===== src/rtl/intel8080_clkrst.sv =====
// Clock-enable and reset sequencer for an 8080 core running from a 50 MHz system clock.
// Generates phi1/phi2/tick enables per T-state, the CPU/peripheral resets and single-step control.
//
// state       | meaning
// S_RST       | system reset asserted, no enables
// S_HOLD      | T-states running, CPU RESET held for RST_HOLD T-states
// S_RUN       | free-running T-states
// S_STEP_WAIT | parked between T-states until a step request or step mode is cleared
module intel8080_clkrst #(
  parameter int CLK_DIV  = 25,
  parameter int PHI2_POS = 8,
  parameter int RST_HOLD = 4
) (
  input  logic clk50M_i,
  input  logic rst_ni,
  input  logic step_mode_i,
  input  logic step_i,
  output logic phi1_en_o,
  output logic phi2_en_o,
  output logic tick_o,
  output logic cpu_reset_o,
  output logic sys_rstn_o,
  output logic stepping_o
);

  localparam int DW = $clog2(CLK_DIV);
  localparam int HW = $clog2(RST_HOLD);
  localparam logic [DW-1:0] DIV_LAST  = DW'(CLK_DIV - 1);
  localparam logic [DW-1:0] PHI2_CNT  = DW'(PHI2_POS);
  localparam logic [HW-1:0] HOLD_LAST = HW'(RST_HOLD - 1);

  typedef enum logic [1:0] {S_RST, S_HOLD, S_RUN, S_STEP_WAIT} state_t;

  state_t          state, state_next;
  logic [DW-1:0]   div_cnt, div_next;
  logic [HW-1:0]   hold_cnt, hold_next;
  logic            step_q;
  logic            active;
  logic            t_end;
  logic            step_pulse;

  always_ff @(posedge clk50M_i) begin
    if (!rst_ni) begin
      state    <= S_RST;
      div_cnt  <= '0;
      hold_cnt <= '0;
      step_q   <= 1'b0;
    end else begin
      state    <= state_next;
      div_cnt  <= div_next;
      hold_cnt <= hold_next;
      step_q   <= step_i;
    end
  end

  always_comb begin
    active     = (state == S_HOLD) || (state == S_RUN);
    t_end      = active && (div_cnt == DIV_LAST);
    // step_q tracks step_i in every state, so a level held across states never re-triggers
    step_pulse = step_i && !step_q;

    state_next = state;
    div_next   = div_cnt;
    hold_next  = hold_cnt;

    case (state)
      S_RST: begin
        state_next = S_HOLD;
        div_next   = '0;
        hold_next  = '0;
      end
      S_HOLD: begin
        div_next = t_end ? '0 : div_cnt + 1'b1;
        if (t_end) begin
          if (hold_cnt == HOLD_LAST) state_next = S_RUN;
          else                       hold_next  = hold_cnt + 1'b1;
        end
      end
      S_RUN: begin
        div_next = t_end ? '0 : div_cnt + 1'b1;
        if (t_end && step_mode_i) state_next = S_STEP_WAIT;
      end
      S_STEP_WAIT: begin
        div_next = '0;
        if (!step_mode_i || step_pulse) state_next = S_RUN;
      end
      default: begin
        state_next = S_RST;
        div_next   = '0;
        hold_next  = '0;
      end
    endcase

    phi1_en_o   = active && (div_cnt == '0);
    phi2_en_o   = active && (div_cnt == PHI2_CNT);
    tick_o      = t_end;
    cpu_reset_o = (state == S_RST) || (state == S_HOLD);
    sys_rstn_o  = (state != S_RST);
    stepping_o  = (state == S_STEP_WAIT);
  end

endmodule

===== config.mk =====
export PLATFORM = sky130hd
export DESIGN_NAME = intel8080_clkrst
export DESIGN_NICKNAME = d
export VERILOG_FILES = /design/src/rtl/intel8080_clkrst.sv
export SDC_FILE = /design/constraint.sdc
export NUM_CORES = 1
export LEC_CHECK = 0
export BUFFER_PORTS_ARGS = -buffer_cell sky130_fd_sc_hd__buf_2
export CAP_MARGIN = 10
export CELL_PAD_IN_SITES_DETAIL_PLACEMENT = 1
export CELL_PAD_IN_SITES_GLOBAL_PLACEMENT = 2
export CORE_UTILIZATION = 36
export CTS_BUF_LIST = sky130_fd_sc_hd__clkbuf_4
export DETAILED_ROUTE_END_ITERATION = 16
export PLACE_DENSITY = 0.9
export SLEW_MARGIN = 20
export SYNTH_ARGS = -nofsm -noshare
export SYNTH_HDL_FRONTEND = slang
export SYNTH_SLANG_ARGS = --single-unit

===== constraint.sdc =====
create_clock -name clk50M_i -period 3.78 [get_ports clk50M_i]
set_clock_uncertainty 0.15 [all_clocks]
set_input_delay 0.756 -clock clk50M_i [delete_from_list [all_inputs] [get_ports clk50M_i]]
set_output_delay 0.756 -clock clk50M_i [all_outputs]
set_load 0.005 [all_outputs]

==> impl_metrics.json, run 1 <==
{
  "status": "complete, no violations",
  "viasPerCell": 5.196,
  "via_count": 478,
  "p_switching_uw": 162.0,
  "ys_seq_elements": 10,
  "die_y_um": 41.94,
  "regToRegSetupSlack_ps": 1960,
  "grt_antenna_before_repair": 0,
  "gp_congestion": 0.6450,
  "slew-limit-headroom_pct": 74.00,
  "cts_tree": "done",
  "post-route-min-period_ps": 2526,
  "grt_util_all_layers_pct": 16.95,
  "numCtsBuffers": 3,
  "worst_skew_pair.late_latency_ps": 270,
  "root_buffer": "clkbuf_4",
  "ir_drop_v": 0.0001973,
  "syn-cell-area_sq_um": 574.3,
  "worst_pin_slew_ps": 389.5,
  "ctsHtreeMaxLevel": 1,
  "hold_slack_ps": 324.4,
  "num_rows": 14,
  "synth.top_cell.area_share_pct": 34.86,
  "clock_path_buffers": 2,
  "grt_pass1_vias": 492,
  "routed-wl-met2_um": 577,
  "p_leak_uw": 0.0002952,
  "synth.net_count": 75,
  "met3_length_um": 28,
  "critical_path.startpoint": "state[0]$_SDFFE_PN0P_",
  "setup_tns_ps": 0,
  "core_area_sq_um": 1506,
  "cp.required_ps": 2870,
  "period_share_pct": 66.82,
  "ys_seq_area_share_pct": 34.86,
  "rsz0062_at_grt": "false",
  "grt_max_degree": 10,
  "synthCells": 64,
  "synth_edf_count": 0,
  "pwr-share-comb_pct": 46.7,
  "r2r-start": "state[0]$_SDFFE_PN0P_",
  "drive_above_1_share_pct": 25.00,
  "crit_arrival_ps": 1620,
  "drv_cap": 0,
  "synthDistinctLibCells": 24,
  "drv_slew": 0,
  "post_cts_buffers": 0,
  "antenna_left": 0,
  "hp-start": "div_cnt[0]$_SDFF_PP0_",
  "synth_warnings": 0,
  "drcViolationCount": 0,
  "internal-power_uw": 244.5,
  "dpl.hpwl_um": 935,
  "end_kind": "output port",
  "pwr_density_cell_nw_per_um2": 615.3,
  "p_clk_share_pct": 19.0,
  "port_buffers": 9,
  "min_path_type": "flop to flop",
  "die_width_um": 41.94,
  "avgSynthCellArea_sq_um": 8.973,
  "m1WireLength_um": 540,
  "seqPwrFrac_pct": 34.2,
  "swShare_pct": 39.86,
  "finalHoldViolations": 0,
  "start_util_pct": 38.12,
  "wire_per_inst_um": 12.86,
  "n_antenna_cell": 0,
  "grt_pass1_wl_mm": 2.152,
  "crit_type": "flop to output port",
  "worstPathMaxFanout": 6,
  "first_pass_iters": 1,
  "boundaryPins": 10,
  "clk_pin_slew_ps": 70,
  "ctsHoldBuffers": 0,
  "async_flop_share_pct": 0,
  "dr.first_iter.drc_count": 0,
  "cts.repair.resized": 0,
  "top_layer_used": "met4",
  "routed_wl_mm": 1.183,
  "synth_top_area_cell": "dfxtp_1",
  "yosys_most_used_dff": "dfxtp_1",
  "nets": 88,
  "clock-sinks": 10,
  "critPathLaunchType": "flop",
  "grt_remaining_overflow": 0,
  "fmax_mhz": 395.9,
  "synth_area_leaders": "dfxtp_1 35%, ha_1 15%, inv_1 6.5%",
  "finalSetupViolations": 0,
  "dieArea_sq_um": 1759,
  "syn_to_final_growth_pct": 15.03
}
## power groups by stage
stage | registers [uW] | clock network [uW] | logic [uW]
6_report | 139 | 77.4 | 190
5_1_grt | 142 | 85.2 | 219
4_1_cts | 139 | 80.3 | 191
3_5_place_dp | 142 | 0 | 191
3_3_place_gp | 140 | 0 | 185
2_1_floorplan | 136 | 0 | 139
## placed cells by master, fill, tap and decap left out
master / netlist / layout
o22ai_1: 2 / 2
nor3_1: 1 / 1
nand2b_1: 1 / 1
ha_1: 7 / 7
o211ai_1: 1 / 1
inv_1: 10 / 10
xnor2_1: 1 / 1
clkinv_1: 0 / 1
nand2_2: 1 / 1
nor2_1: 7 / 7
o41ai_4: 1 / 1
nand3_1: 3 / 3
or2_2: 1 / 1
nand2_1: 5 / 5
buf_2: 1 / 9
clkbuf_4: 0 / 3
a31o_2: 1 / 1
o41ai_2: 1 / 1
a41o_2: 1 / 1
nor4b_1: 1 / 1
xor2_1: 2 / 2
a21oi_1: 2 / 2
nand3b_1: 1 / 1
mux2_2: 1 / 1
dfxtp_1: 10 / 10
nor4_1: 2 / 2
## layer usage
layer,GRT usage (%),vias up
met3,2.609,4
met2,26.56,7
met1,20.38,227
li1,-,240
met4,13.55,0
met5,0,-
## area by class of cell
| type | instances | area [sq um] |
|---|---|---|
| clock buffer | 3 | 22.52 |
| clock inverter | 1 | 3.754 |
| fill | 188 | 845.8 |
| inverter | 10 | 37.54 |
| multi-input combinational | 43 | 331.6 |
| sequential | 10 | 200.2 |
| tap | 16 | 20.02 |
| timing repair buffer | 9 | 45.04 |
## cell families after synthesis
| logic type | after synthesis | share of synthesized area [%] |
|---|---|---|
| AND/OR/NAND/NOR | 23 | 19.61 |
| buffers and inverters | 11 | 7.407 |
| flip-flops | 10 | 34.86 |
| AO/OA/AOI/OAI | 9 | 16.34 |
| adder cells (fa/ha/maj) | 7 | 15.25 |
| XOR/XNOR | 3 | 4.576 |
| multiplexers | 1 | 1.961 |
## state kept, by name, summed over array words and instances, names as in the netlist
register	count
div_cnt	5
hold_cnt	2
state	2
step_q	1
## path summary, 6_finish.rpt
kind,endpoint,depth (start not counted)
worst max-delay path,phi2_en_o,5
worst max register to register,hold_cnt[1]$_SDFFE_PN0P_,6
worst min-delay path,div_cnt[0]$_SDFF_PP0_,1
worst min register to register,div_cnt[0]$_SDFF_PP0_,1
## Yosys cell counts, types with 2 or more instances
| library cell | count |
|---|---|
| xor2_1 | 2 |
| a21oi_1 | 2 |
| dfxtp_1 | 10 |
| nor4_1 | 2 |
| nand2_1 | 5 |
| ha_1 | 7 |
| o22ai_1 | 2 |
| nand3_1 | 3 |
| inv_1 | 10 |
| nor2_1 | 7 |
## critical path: stages (launching register included)
cell and delay [ps]:
dfxtp_1 370, inv_1 90, ha_1 290, nand2_1 170, nor4b_1 270, buf_2 160
## per-stage QoR
step	total power [uW]	setup slack, ps	instances	instance area (sq um)	utilization (%)
after floorplan	275.8	1722	64	574.3	-
after global placement	324.7	1581	88	634.4	42.11
after detailed placement	332.6	1543	88	634.4	42.11
after CTS	410.8	1240	92	660.6	43.85
after global routing	445.9	1081	92	660.6	43.85
final	406.5	1254	92	660.6	43.85
Power figures use the tool's default switching activity.
==> run 2, diff against run 1 <==
Settings changed: CORE_UTILIZATION 36 to 30, PLACE_DENSITY 0.9 to 0.8.
Clock period 3.78 ns to 2.3 ns, I/O delays scaled along.
==> run 2 against run 1 <==
Critical path depth unchanged. Combinational power increased by 72%. Cell count increased by 9.8%. Via count unchanged. First-iteration DRC count increased by 1. Non-clock buffer count unchanged. Cell area increased by 2.1%. Die area increased by 19%. Flip-flop and latch count unchanged. Global-route usage decreased by 2.4 points. Count of clock-buffer cells in the layout unchanged.
==> impl_metrics.json, run 2 (synthesized netlist as in run 1, its figures left out) <==
{
  "first_pass_iters": 2,
  "ctsHoldBuffers": 0,
  "gp_congestion": 0.6760,
  "largest_register_ffs": 5,
  "via_count": 478,
  "p_leak_uw": 0.0002954,
  "routed_wl_mm": 1.145,
  "m1WireLength_um": 538,
  "power_uw": 677.2,
  "met3_length_um": 21,
  "ctsHtreeMaxLevel": 1,
  "viasPerCell": 4.733,
  "syn_to_final_growth_pct": 17.43,
  "die_width_um": 45.76,
  "dieArea_sq_um": 2094,
  "grt_remaining_overflow": 0,
  "boundaryPins": 10,
  "wire_per_inst_um": 11.34,
  "numCtsBuffers": 3,
  "critPathLaunchType": "flop",
  "min_path_type": "primary input to flop",
  "top_regs": "div_cnt x5, hold_cnt x2, state x2",
  "top_layer_used": "met4",
  "clock-sinks": 10,
  "finalHoldViolations": 0,
  "worstHoldEndpoint": "step_q$_SDFF_PN0_",
  "crit_type": "flop to output port",
  "n_antenna_cell": 0,
  "ir_drop_v": 0.0002821,
  "grt_pass1_vias": 491,
  "post_cts_buffers": 0,
  "cts_tree": "done",
  "hp-start": "step_i",
  "grt_max_degree": 10,
  "routed-wl-met2_um": 553,
  "grt_antenna_before_repair": 0,
  "setup_tns_ps": 0,
  "grt_pass1_wl_mm": 2.111,
  "drcViolationCount": 0,
  "finalSetupViolations": 0,
  "r2r-start": "state[0]$_SDFFE_PN0P_",
  "drv_slew": 0,
  "drv_cap": 0,
  "clk_pin_slew_ps": 60,
  "core_area_sq_um": 1764,
  "grt_util_all_layers_pct": 14.54,
  "regToRegSetupSlack_ps": 510,
  "period_share_pct": 94.45,
  "dp_cells": 97,
  "start_util_pct": 32.55,
  "drive_above_1_share_pct": 26.32,
  "root_buffer": "clkbuf_4",
  "antenna_left": 0,
  "final_cell_mix": "10 x inv_1, 10 x dfxtp_1, 9 x buf_2",
  "rr_endpoint": "hold_cnt[1]$_SDFFE_PN0P_",
  "rsz0062_at_grt": "false",
  "slew-limit-headroom_pct": 72.97,
  "dpl.hpwl_um": 916.1,
  "timing.hold.worst_path_depth": 3,
  "crit_arrival_ps": 1560,
  "die_y_um": 45.76,
  "clock_path_buffers": 2,
  "reg2regPathDepth": 6,
  "fmax_mhz": 460.3,
  "pwr_density_cell_nw_per_um2": 1004,
  "nets": 88,
  "regMostFlops": "div_cnt",
  "dr.first_iter.drc_count": 1,
  "status": "complete, no violations",
  "stdcell_count": 101,
  "num_rows": 15,
  "setup_ws_ps": 127.6,
  "post-route-min-period_ps": 2172,
  "port_buffers": 9,
  "worstPathMaxFanout": 6,
  "end_kind": "output port",
  "utilization_pct": 38.23,
  "place_ws_ps": 349.8,
  "worst_skew_pair.late_latency_ps": 260,
  "worst_pin_slew_ps": 405.0,
  "cp.required_ps": 1690
}
run 2: cell counts in the layout (fill, tap and decap cells not counted):
No cell type changed its count.
run 2: worst max-delay path, cell delays in order (launching register included):
cell and delay, ps:
dfxtp_1 370, inv_1 90, ha_1 310, nand2_2 120, nor4b_1 250, buf_2 160
run 2: report_power, final:
group / leakage [uW] / total (uW) / switching (uW) / internal [uW]
clock network: 0.0000154 / 125 / 62.2 / 62.6
logic: 0.000198 / 326 / 184 / 142
registers: 0.0000816 / 227 / 24.7 / 202
total: 0.000295 / 677 / 271 / 406
run 2: per-stage QoR:
step | hold WS [ps] | area [sq um]
floorplan | 279.7 | 574.3
global route | 302.4 | 674.4
global placement | 296.7 | 645.6
CTS | 281.8 | 671.9
finish | 281.1 | 674.4
detailed placement | 310.1 | 645.6
run 2: how the worst max path moves through the flow:
| stage | from | to | depth (start not counted) |
|---|---|---|---|
| 3_3_place_gp | state[1]$_SDFFE_PN0P_ | phi2_en_o | 5 |
| 3_5_place_dp | state[1]$_SDFFE_PN0P_ | phi2_en_o | 5 |
| 4_1_cts | state[1]$_SDFFE_PN0P_ | phi2_en_o | 5 |
| 5_1_grt | state[1]$_SDFFE_PN0P_ | phi2_en_o | 5 |
| 6_report | state[0]$_SDFFE_PN0P_ | phi2_en_o | 5 |
| 2_1_floorplan | state[0]$_SDFFE_PN0P_ | phi2_en_o | 4 |
run 2: final cells by class:
cell class / instances / area, sq um
Timing Repair Buffer: 9 / 45.04
Sequential cell: 10 / 200.2
Clock inverter: 1 / 3.754
Tap cell: 25 / 31.28
Multi-Input combinational cell: 43 / 334.1
Fill cell: 223 / 1090
Inverter: 10 / 37.54
Clock buffer: 3 / 22.52
run 2: what timing repair did:
| item | CTS | global route |
|---|---|---|
| gates resized for setup | 0 | 1 |
| hold endpoints to repair | 0 | 0 |
| endpoints found under the setup margin | 0 | 3 |
run 2: routing by layer:
layer	up-vias	global-route usage, %
li1	238	-
met1	228	17.27
met2	8	24.00
met3	4	2.778
met4	0	8.824
met5	-	0
